File: src/rtl/interact_regfile_if.sv
// APF bridge bus between the host bridge and the interact register bank.
// Reads return on bridge_rd_data/bridge_rd_hit one clock after the strobe.
interface interact_regfile_if;
   logic [31:0] bridge_addr;
   logic        bridge_wr;
   logic [31:0] bridge_wr_data;
   logic        bridge_rd;
   logic [31:0] bridge_rd_data;
   logic        bridge_rd_hit;

   modport master (
      output bridge_addr, bridge_wr, bridge_wr_data, bridge_rd,
      input  bridge_rd_data, bridge_rd_hit
   );

   modport slave (
      input  bridge_addr, bridge_wr, bridge_wr_data, bridge_rd,
      output bridge_rd_data, bridge_rd_hit
   );
endinterface

File: src/rtl/interact_regfile.sv
// Parametrised bridge register bank with update strobes and a timed core-reset window.
// Reads have one-clock latency; there is no backpressure, so every strobe is taken.
module interact_regfile #(
   parameter int                  NUM_REGS     = 8,
   parameter logic [31:0]         BASE_ADDR    = 32'hF1000000,
   parameter logic [31:0]         ADDR_STRIDE  = 32'h01000000,
   parameter logic [31:0]         CTRL_ADDR    = 32'hF0000000,
   parameter logic [NUM_REGS-1:0] RESET_MASK   = '0,
   parameter int                  RESET_CYCLES = 8000,
   parameter int                  CNT_W        = 16
) (
   input  logic                     clk_74a,
   input  logic                     reset,
   interact_regfile_if.slave        bridge,
   output logic [32*NUM_REGS-1:0]   regs_flat,
   output logic [NUM_REGS-1:0]      reg_updated,
   output logic                     core_reset_n,
   output logic                     reset_busy
);

   logic [31:0]         offset;
   logic [NUM_REGS-1:0] sel;
   logic                ctrl_hit;
   logic                trig;
   logic [31:0]         rd_mux;
   logic [31:0]         regs [NUM_REGS];
   logic [CNT_W-1:0]    cnt;

   // An exact match against each aligned slot covers both the window and alignment checks;
   // the unsigned subtraction makes addresses below the base wrap large and miss.
   always_comb begin
      offset   = bridge.bridge_addr - BASE_ADDR;
      ctrl_hit = (bridge.bridge_addr == CTRL_ADDR);
      sel      = '0;
      rd_mux   = '0;
      for (int i = 0; i < NUM_REGS; i++) begin
         sel[i] = (offset == 32'(i) * ADDR_STRIDE);
         if (sel[i]) rd_mux = rd_mux | regs[i];
      end
      trig = bridge.bridge_wr && (ctrl_hit || (|(sel & RESET_MASK)));
   end

   always_ff @(posedge clk_74a or posedge reset) begin
      if (reset) begin
         for (int i = 0; i < NUM_REGS; i++) regs[i] <= '0;
         reg_updated <= '0;
      end else begin
         reg_updated <= bridge.bridge_wr ? sel : '0;
         for (int i = 0; i < NUM_REGS; i++) begin
            if (bridge.bridge_wr && sel[i]) regs[i] <= bridge.bridge_wr_data;
         end
      end
   end

   for (genvar g = 0; g < NUM_REGS; g++) begin : g_flat
      assign regs_flat[32*g +: 32] = regs[g];
   end

   // Read data is taken from the pre-edge register state, so a same-cycle write is not visible.
   always_ff @(posedge clk_74a or posedge reset) begin
      if (reset) begin
         bridge.bridge_rd_data <= '0;
         bridge.bridge_rd_hit  <= 1'b0;
      end else begin
         bridge.bridge_rd_hit <= 1'b0;
         if (bridge.bridge_rd) begin
            if (|sel) begin
               bridge.bridge_rd_data <= rd_mux;
               bridge.bridge_rd_hit  <= 1'b1;
            end else if (ctrl_hit) begin
               bridge.bridge_rd_data <= {30'b0, reset_busy, core_reset_n};
               bridge.bridge_rd_hit  <= 1'b1;
            end
         end
      end
   end

   // A trigger loads RESET_CYCLES-1 because the trigger edge itself is the first low cycle.
   always_ff @(posedge clk_74a or posedge reset) begin
      if (reset) begin
         cnt          <= CNT_W'(RESET_CYCLES);
         core_reset_n <= 1'b0;
         reset_busy   <= 1'b1;
      end else if (trig) begin
         cnt          <= CNT_W'(RESET_CYCLES - 1);
         core_reset_n <= 1'b0;
         reset_busy   <= 1'b1;
      end else if (cnt != '0) begin
         cnt <= cnt - CNT_W'(1);
      end else begin
         core_reset_n <= 1'b1;
         reset_busy   <= 1'b0;
      end
   end

endmodule

File: src/flat_wrapper.sv
// flat-port wrapper written by rule: the top's interface ports become plain ports
module interact_regfile_flat 
#(
   parameter int                  NUM_REGS     = 8,
   parameter logic [31:0]         BASE_ADDR    = 32'hF1000000,
   parameter logic [31:0]         ADDR_STRIDE  = 32'h01000000,
   parameter logic [31:0]         CTRL_ADDR    = 32'hF0000000,
   parameter logic [NUM_REGS-1:0] RESET_MASK   = '0,
   parameter int                  RESET_CYCLES = 8000,
   parameter int                  CNT_W        = 16
)
  (clk_74a, reset, regs_flat, reg_updated, core_reset_n, reset_busy, bridge_bridge_addr, bridge_bridge_wr, bridge_bridge_wr_data, bridge_bridge_rd, bridge_bridge_rd_data, bridge_bridge_rd_hit);
  interact_regfile_if bridge_i ();
  input  logic clk_74a;
  input  logic reset;
  output logic [32*NUM_REGS-1:0] regs_flat;
  output logic [NUM_REGS-1:0] reg_updated;
  output logic core_reset_n;
  output logic reset_busy;
  input wire logic [$bits(bridge_i.bridge_addr)-1:0] bridge_bridge_addr;
  input wire logic [$bits(bridge_i.bridge_wr)-1:0] bridge_bridge_wr;
  input wire logic [$bits(bridge_i.bridge_wr_data)-1:0] bridge_bridge_wr_data;
  input wire logic [$bits(bridge_i.bridge_rd)-1:0] bridge_bridge_rd;
  output wire logic [$bits(bridge_i.bridge_rd_data)-1:0] bridge_bridge_rd_data;
  output wire logic [$bits(bridge_i.bridge_rd_hit)-1:0] bridge_bridge_rd_hit;
  assign bridge_i.bridge_addr = bridge_bridge_addr;
  assign bridge_i.bridge_wr = bridge_bridge_wr;
  assign bridge_i.bridge_wr_data = bridge_bridge_wr_data;
  assign bridge_i.bridge_rd = bridge_bridge_rd;
  assign bridge_bridge_rd_data = bridge_i.bridge_rd_data;
  assign bridge_bridge_rd_hit = bridge_i.bridge_rd_hit;
  interact_regfile #(.NUM_REGS(NUM_REGS), .BASE_ADDR(BASE_ADDR), .ADDR_STRIDE(ADDR_STRIDE), .CTRL_ADDR(CTRL_ADDR), .RESET_MASK(RESET_MASK), .RESET_CYCLES(RESET_CYCLES), .CNT_W(CNT_W)) u_core (.clk_74a(clk_74a), .reset(reset), .bridge(bridge_i), .regs_flat(regs_flat), .reg_updated(reg_updated), .core_reset_n(core_reset_n), .reset_busy(reset_busy));
endmodule
File: config.mk
export PLATFORM = sky130hd
export DESIGN_NAME = interact_regfile_flat
export DESIGN_NICKNAME = d
export VERILOG_FILES = /design/src/rtl/interact_regfile_if.sv /design/src/rtl/interact_regfile.sv /design/src/flat_wrapper.sv
export SDC_FILE = /design/constraint.sdc
export NUM_CORES = 1
export LEC_CHECK = 0
export CORE_MARGIN = 3
export CORE_UTILIZATION = 50
export CTS_BUF_LIST = sky130_fd_sc_hd__clkbuf_2
export CTS_CLUSTER_DIAMETER = 50
export CTS_CLUSTER_SIZE = 14
export DETAILED_ROUTE_END_ITERATION = 12
export DONT_BUFFER_PORTS = 1
export GPL_TIMING_DRIVEN = 0
export PLACE_DENSITY = 0.71
export SYNTH_ARGS = -nofsm -noshare
export SYNTH_HDL_FRONTEND = slang
export SYNTH_SLANG_ARGS = --single-unit
File: constraint.sdc
create_clock -name clk_74a -period 13.6 [get_ports clk_74a]
set_clock_uncertainty 0.1 [all_clocks]
set_input_delay 2.04 -clock clk_74a [delete_from_list [all_inputs] [get_ports clk_74a]]
set_output_delay 2.04 -clock clk_74a [all_outputs]
set_load 0.05 [all_outputs]
==> metrics.md, run 1 <==
| Metric | Value |
|---|---|
| Outcome | `finished, violations left` |
| Failing checks | `max-capacitance violations` |
| Via count | `10400` |
| Most common cell after layout, fill and taps aside | `dfrtp_1` |
| Post-synthesis sequential area ratio | `56.1%` |
| Total clock sinks | `315` |
| Post-synth net total | `1114` |
| DRC errors left | `0` |
| Total of max-cap violations | `1` |
| Fin crit period | `4.73 ns` |
| WL per Instance | `36.0 um` |
| CTS H-tree depth | `2` |
| Worst hold path type | `flop to flop` |
| Initial DRT Pass Iterations | `5` |
| GR Overflow Total | `0` |
| Syn avg cell area | `13.5 um^2` |
| Hold Vio Cnt, Final | `0` |
| Layout area overhead | `6.68%` |
| #FFs+latches synth | `315` |
| Starting Density | `51.5%` |
| RSZ-0062 raised after global routing | `no` |
| Slew headroom | `0.184%` |
| R2r endpoint | `u_core.cnt[3]` |
| CP max stage cell | `nor3_4` |
| Core ar. | `0.0273 mm^2` |
| Worst skew pair latency | `0.86 ns` |
| Maximum vdd drop | `0.0669 mV` |
| Primary FF master, synth | `dfrtp_1` |
| Filler Cells Inserted | `2382` |
| Final Setup Violations | `0` |
| Cts bufs inserted | `35` |
| Reg-to-reg slack, setup | `10.95 ns` |
| Vias per Instance | `7.01` |
| Total track usage | `34.3%` |
| Row count | `60` |
| Clock root cell | `clkbuf_2` |
| Hold_buf cts | `0` |
| Yosys warnings | `0` |
| Clock transition at path regs | `0.21 ns` |
| Async SR Flop Fraction | `100%` |
| I/O Pins | `367` |
| Largest net degree at the start of global routing | `128` |
| Post-synthesis cell count | `1045` |
| Initial antenna violation count | `1` |
| Worst-path cell chain | `buf_2 -> o21ai_0 -> nand4_1 -> nor3_4 -> nand2_2 -> nor2_2 -> buf_6 -> mux2_2` |
| CTS resizes | `0` |
| Layout cells sized above 1 | `35.4%` |
| Nets@finish | `1154` |
| Die area | `0.0302 mm^2` |
| Inst Count DP | `1420` |
| Buf/Inv on CP | `2` |
| Final setup TNS | `0 ns` |
| Finished Layout Cells | `1479` |
| CP Depth | `8` |
| Most frequent cells in the layout | `dfrtp_1 (308), mux2_2 (272), clkbuf_2 (39), a32oi_1 (34), clkbuf_1 (31)` |
| Worst Hold Launch | `u_core.cnt[5]` |
| Global-route wire length before repair | `75.5 mm` |
| Data required time at the worst endpoint | `14.20 ns` |
| Synth unique cells | `63` |
| Crit Path Max Fanout | `10` |
| Worst reg-to-reg path cell count | `7` |
| Setup ws final | `8.87 ns` |
| Vias in the first global route | `10400` |
| Antenna-violating nets left | `0` |
| Synthesized area | `0.0141 mm^2` |
| Crit start category | `input port` |
| Family with the most delay on the worst path | `simple AND/OR/NAND/NOR gates` |
| Hold WS | `0.460 ns` |
| Final period util | `34.8%` |
| CTS tree | `yes` |
| Worst Path Arrival | `5.33 ns` |
| Initial DRC count | `1036` |
| P per Cell Area | `98.8 mW/mm^2` |
| Crit Path Category | `input port to flop` |
| Worst-Margin Slew | `1.48 ns` |
| Clock Tree Buf Depth | `3` |
| DPL Wire Length | `36.7 mm` |
| PortBufs | `0` |
| FMAX | `212 MHz` |
| Die X | `174 um` |
| Slew Limit Fails | `0` |
| Min-Delay Path Depth | `2` |
| Place WS | `8.11 ns` |
| CP Capture Type | `flop` |
| CP peak stage delay | `0.90 ns` |
| Worst hold endpoint | `u_core.cnt[5]` |
| Routability cong. | `0.906` |
| Post-CTS setup buffer count | `0` |
| LEAKAGE | `7.00 nW` |
| Die Ht | `174 um` |
| Number of enable flip-flop cells after synthesis | `0` |
| Reg2reg start | `u_core.cnt[8]` |
| Total wire length | `53.2 mm` |
| CP startpoint | `bridge_bridge_addr[24]` |
==> cells by family after synthesis <==
logic type / Yosys count / share of synthesized area (%)
flip-flops: 315 / 56.1
multiplexers: 288 / 23.3
AO/OA/AOI/OAI: 193 / 10.8
AND/OR/NAND/NOR: 157 / 5.99
buffers and inverters: 78 / 2.90
XOR/XNOR: 13 / 0.810
adder cells (fa/ha/maj): 1 / 0.0890
==> power by group <==
| part | switching, mW | total [mW] | internal (mW) |
|---|---|---|---|
| combinational | 0.0366 | 0.0437 | 0.00714 |
| sequential | 0.000000141 | 0.939 | 0.939 |
| clock | 0.350 | 0.500 | 0.150 |
==> Yosys cell counts (all sizes together) (8+ instances only) <==
cell / n / area (um^2)
dfrtp: 308 / 7710
mux2: 272 / 3060
buf: 39 / 260
a32oi: 34 / 298
clkbuf: 32 / 121
nor2: 32 / 133
nand2: 29 / 111
a22oi: 28 / 210
nand3: 28 / 140
a22o: 25 / 219
o21ai: 21 / 105
nor3: 19 / 123
nor4: 16 / 106
a32o: 13 / 130
mux2i: 12 / 120
a221oi: 11 / 96.3
a31oi: 11 / 68.8
xnor2: 10 / 87.6
a21oi: 8 / 40.0
==> how the worst max path moves through the flow <==
| stage | to | slack [ns] |
|---|---|---|
| after floorplan | u_core.bridge.bridge_rd_data[0] | 2.76 |
| after global placement | u_core.regs_flat[13] | -0.57 |
| after detailed placement | u_core.bridge.bridge_rd_data[6] | 8.11 |
| after CTS | u_core.bridge.bridge_rd_data[13] | 9.05 |
| after global routing | u_core.regs_flat[31] | 8.83 |
| final | u_core.regs_flat[91] | 8.87 |
==> layout make-up <==
class / count / area [um^2] / share of cell area, %
Timing Repair Buffer: 3 / 60.1 / 0.400
Inverter: 7 / 33.8 / 0.225
Antenna cell: 1 / 2.50 / 0.0167
Tap cell: 372 / 465 / 3.10
Clock inverter: 20 / 214 / 1.43
Clock buffer: 38 / 190 / 1.27
Buffer: 71 / 382 / 2.54
Multi-Input combinational cell: 652 / 5760 / 38.4
Sequential cell: 315 / 7890 / 52.6
==> registers in the layout, indices dropped and copies added, names as in the netlist <==
name,count
u_core.regs_flat,256
u_core.bridge.bridge_rd_data,32
u_core.cnt,16
u_core.reg_updated,8
u_core.bridge.bridge_rd_hit,1
u_core.core_reset_n,1
u_core.reset_busy,1
==> layer usage <==
metal	routed length, um	vias to the layer above	share of wire (%)	GRT usage, %
met2	23900	803	45	53.2
met4	2580	0	4.9	14.0
met1	19500	5336	37	42.6
met3	7300	159	14	14.5
met5	0	-	0	0
li1	-	4077	-	-
==> tightest hold or removal path, cell delays in order (launching register included) <==
cell	delay, ns
dfrtp_1	0.40
o41ai_1	0.07
nand3_1	0.07
==> metrics by stage <==
stage | cell area (um^2) | total power [mW] | utilization, %
finish | 15000 | 1.48 | 54.9
global route | 15000 | 1.53 | 54.9
CTS | 15000 | 1.49 | 54.9
detailed placement | 14600 | 0.998 | 53.4
global placement | 14500 | 0.996 | 53.2
floorplan | 14100 | 0.981 | -
No activity file was read; power rests on OpenSTA's default activity.
==> inputs of run 2 (changes only) <==
clock period = 4.4 ns   (was 13.6 ns; I/O delays follow)
==> metrics.md, run 2 (same netlist as run 1, synthesis figures left out) <==
| Metric | Value |
|---|---|
| Outcome | `completed` |
| Row count | `60 (unchanged)` |
| Core ar. | `0.0273 mm^2 (unchanged)` |
| Vias in the first global route | `10600 (+1.7%)` |
| Global-route wire length before repair | `75.9 mm (+0.58%)` |
| Routability cong. | `0.900 (-0.68%)` |
| Vias per Instance | `6.94 (-1.1%)` |
| Final period util | `79.7%` |
| Maximum vdd drop | `0.198 mV (+200%)` |
| CP startpoint | `bridge_bridge_addr[24]` |
| Most common cell after layout, fill and taps aside | `dfrtp_1` |
| CP max stage cell | `clkbuf_1` |
| Reg area | `0.00789 mm^2 (unchanged)` |
| CTS tree | `yes` |
| P per Cell Area | `307 mW/mm^2 (+210%)` |
| Slew Limit Fails | `0 (unchanged)` |
| Reg2reg start | `u_core.cnt[8]` |
| Hold WS | `0.107 ns (-0.353 ns)` |
| Die area | `0.0302 mm^2 (unchanged)` |
| RSZ-0062 raised after global routing | `no` |
| Total track usage | `34.4% (+0.094 points)` |
| Layout area overhead | `10.3%` |
| Worst Path Arrival | `4.15 ns (-1.18 ns)` |
| CP endpoint | `u_core.bridge.bridge_rd_data[13]` |
| FMAX | `285 MHz` |
| DPL Wire Length | `37.2 mm (+1.2%)` |
| Worst reg-to-reg path cell count | `7 (unchanged)` |
| Clock Tree Buf Depth | `3 (unchanged)` |
| CP Capture Type | `flop` |
| CTS H-tree depth | `2 (unchanged)` |
| Hold Vio Cnt, Final | `0 (unchanged)` |
| Starting Density | `51.5% (unchanged)` |
| Clock root cell | `clkbuf_2` |
| Total wire length | `53.8 mm (+1.2%)` |
| Via count | `10600 (+1.8%)` |
| Filler Cells Inserted | `2292 (-3.8%)` |
| Die Ht | `174 um (unchanged)` |
| LEAKAGE | `7.20 nW (+2.9%)` |
| Cts bufs inserted | `36 (+2.9%)` |
| CP peak stage delay | `0.94 ns (+0.04 ns)` |
| Crit Path Category | `input port to flop` |
| Final instance area | `0.0155 mm^2 (+3.4%)` |
| Initial DRC count | `1110 (+7.1%)` |
| WL per Instance | `35.4 um (-1.7%)` |
| GR Overflow Total | `0 (unchanged)` |
| Total clock sinks | `315 (unchanged)` |
| Antenna-violating nets left | `0 (unchanged)` |
| Most frequent cells in the layout | `dfrtp_1 (308), mux2_2 (272), clkbuf_2 (40), dlygate4sd3_1 (35), a32oi_1 (34)` |
| Final Setup Violations | `0 (unchanged)` |
| Total of max-cap violations | `0 (-1)` |
| I/O Pins | `367 (unchanged)` |
| Footprint of the multi-input gates | `0.00577 mm^2 (+0.11%)` |
| Worst-path cell chain | `buf_2 -> buf_2 -> clkbuf_1 -> clkbuf_1 -> and2_1 -> a22oi_1 -> a31oi_1` |
| Die X | `174 um (unchanged)` |
| R2r endpoint | `u_core.cnt[10]` |
| Post-DP Area | `0.0147 mm^2 (+0.70%)` |
| PortBufs | `0 (unchanged)` |
| Crit Path Max Fanout | `10 (unchanged)` |
| Final setup TNS | `0 ns (unchanged)` |
| Nets@finish | `1195 (+3.6%)` |
| Initial antenna violation count | `1 (unchanged)` |
| Number of flip-flops in the largest register | `256 (unchanged)` |
| Worst hold path type | `input port to flop` |
| CTS resizes | `0 (unchanged)` |
| Clock transition at path regs | `0.23 ns (+0.02 ns)` |
| Data required time at the worst endpoint | `5.04 ns (-9.16 ns)` |
| Worst-Margin Slew | `1.37 ns (-0.114 ns)` |
| Fin crit period | `3.51 ns` |
| Post-CTS setup buffer count | `0 (unchanged)` |
| Crit start category | `input port` |
| Initial DRT Pass Iterations | `7 (+2)` |
| DRC errors left | `0 (unchanged)` |
| Reg-to-reg slack, setup | `1.69 ns (-9.26 ns)` |
| Layout cells sized above 1 | `34.8% (-0.69 points)` |
| Worst skew pair latency | `0.86 ns (about the same)` |
| Slew headroom | `7.85% (+7.7 points)` |
| Largest net degree at the start of global routing | `44 (-66%)` |
run 2: cell types whose count changed in the layout (fill, tap and decap cells not counted), moves of 3 or more:
cell | before | now
buf_12 | 0 | 8
clkinv_4 | 0 | 3
dlygate4sd3_1 | 0 | 35
clkinv_2 | 5 | 2
run 2: final cells by class:
| cell class | instances | area share [%] |
|---|---|---|
| diodes | 2 | 0.0323 |
| plain buffers | 71 | 2.46 |
| clock buffers | 39 | 1.26 |
| clock inverters | 21 | 1.69 |
| inverters | 7 | 0.194 |
| multi-input cells | 652 | 37.2 |
| flip-flops and latches | 315 | 50.9 |
| well taps | 372 | 3.00 |
| repair buffers | 43 | 3.29 |
run 2: layer usage:
layer / vias to the layer above / track usage (%) / share of wire, %
li1: 4187 / - / -
met1: 5450 / 43.8 / 38
met2: 785 / 53.7 / 46
met3: 141 / 13.3 / 13
met4: 0 / 12.7 / 4.2
met5: - / 0 / 0
run 2: how the worst min path moves through the flow:
stage                                  to  depth (start not counted)             start  slack (ns)
floorplan                   u_core.cnt[5]                          2     u_core.cnt[5]        0.38
global placement            u_core.cnt[5]                          2     u_core.cnt[5]        0.40
detailed placement          u_core.cnt[5]                          2     u_core.cnt[5]        0.42
CTS                 u_core.regs_flat[222]                          3  bridge_bridge_wr        0.05
global route        u_core.regs_flat[221]                          3  bridge_bridge_wr        0.06
finish              u_core.regs_flat[222]                          3  bridge_bridge_wr        0.11
run 2: critical path, delay by kind of cell:
| family | cells | cell delay (ns) |
|---|---|---|
| compound gates | 2 | 0.36 |
| simple gates | 1 | 0.60 |
| buf+inv | 4 | 2.52 |
run 2: stage by stage:
| step | instances | worst slack (ns) | power, mW | util [%] |
|---|---|---|---|---|
| after global placement | 1417 | -2.21 | 3.08 | 53.2 |
| after floorplan | 1045 | -0.551 | 3.03 | - |
| after CTS | 1520 | 1.16 | 4.77 | 56.7 |
| after detailed placement | 1425 | 0.245 | 3.10 | 53.8 |
| after global routing | 1522 | 1.04 | 4.90 | 56.8 |
| final | 1522 | 0.891 | 4.76 | 56.8 |
run 2: report_power, final:
| group | internal [mW] | switching, mW | total (mW) |
|---|---|---|---|
| clock network | 0.534 | 1.12 | 1.66 |
| registers | 2.90 | 0.000000461 | 2.90 |
| logic | 0.0525 | 0.149 | 0.202 |
run 2: what timing repair did:
action,in CTS,in global routing
hold buffers,35,0
endpoints found under the hold margin,282,0
endpoints found under the setup margin,0,0
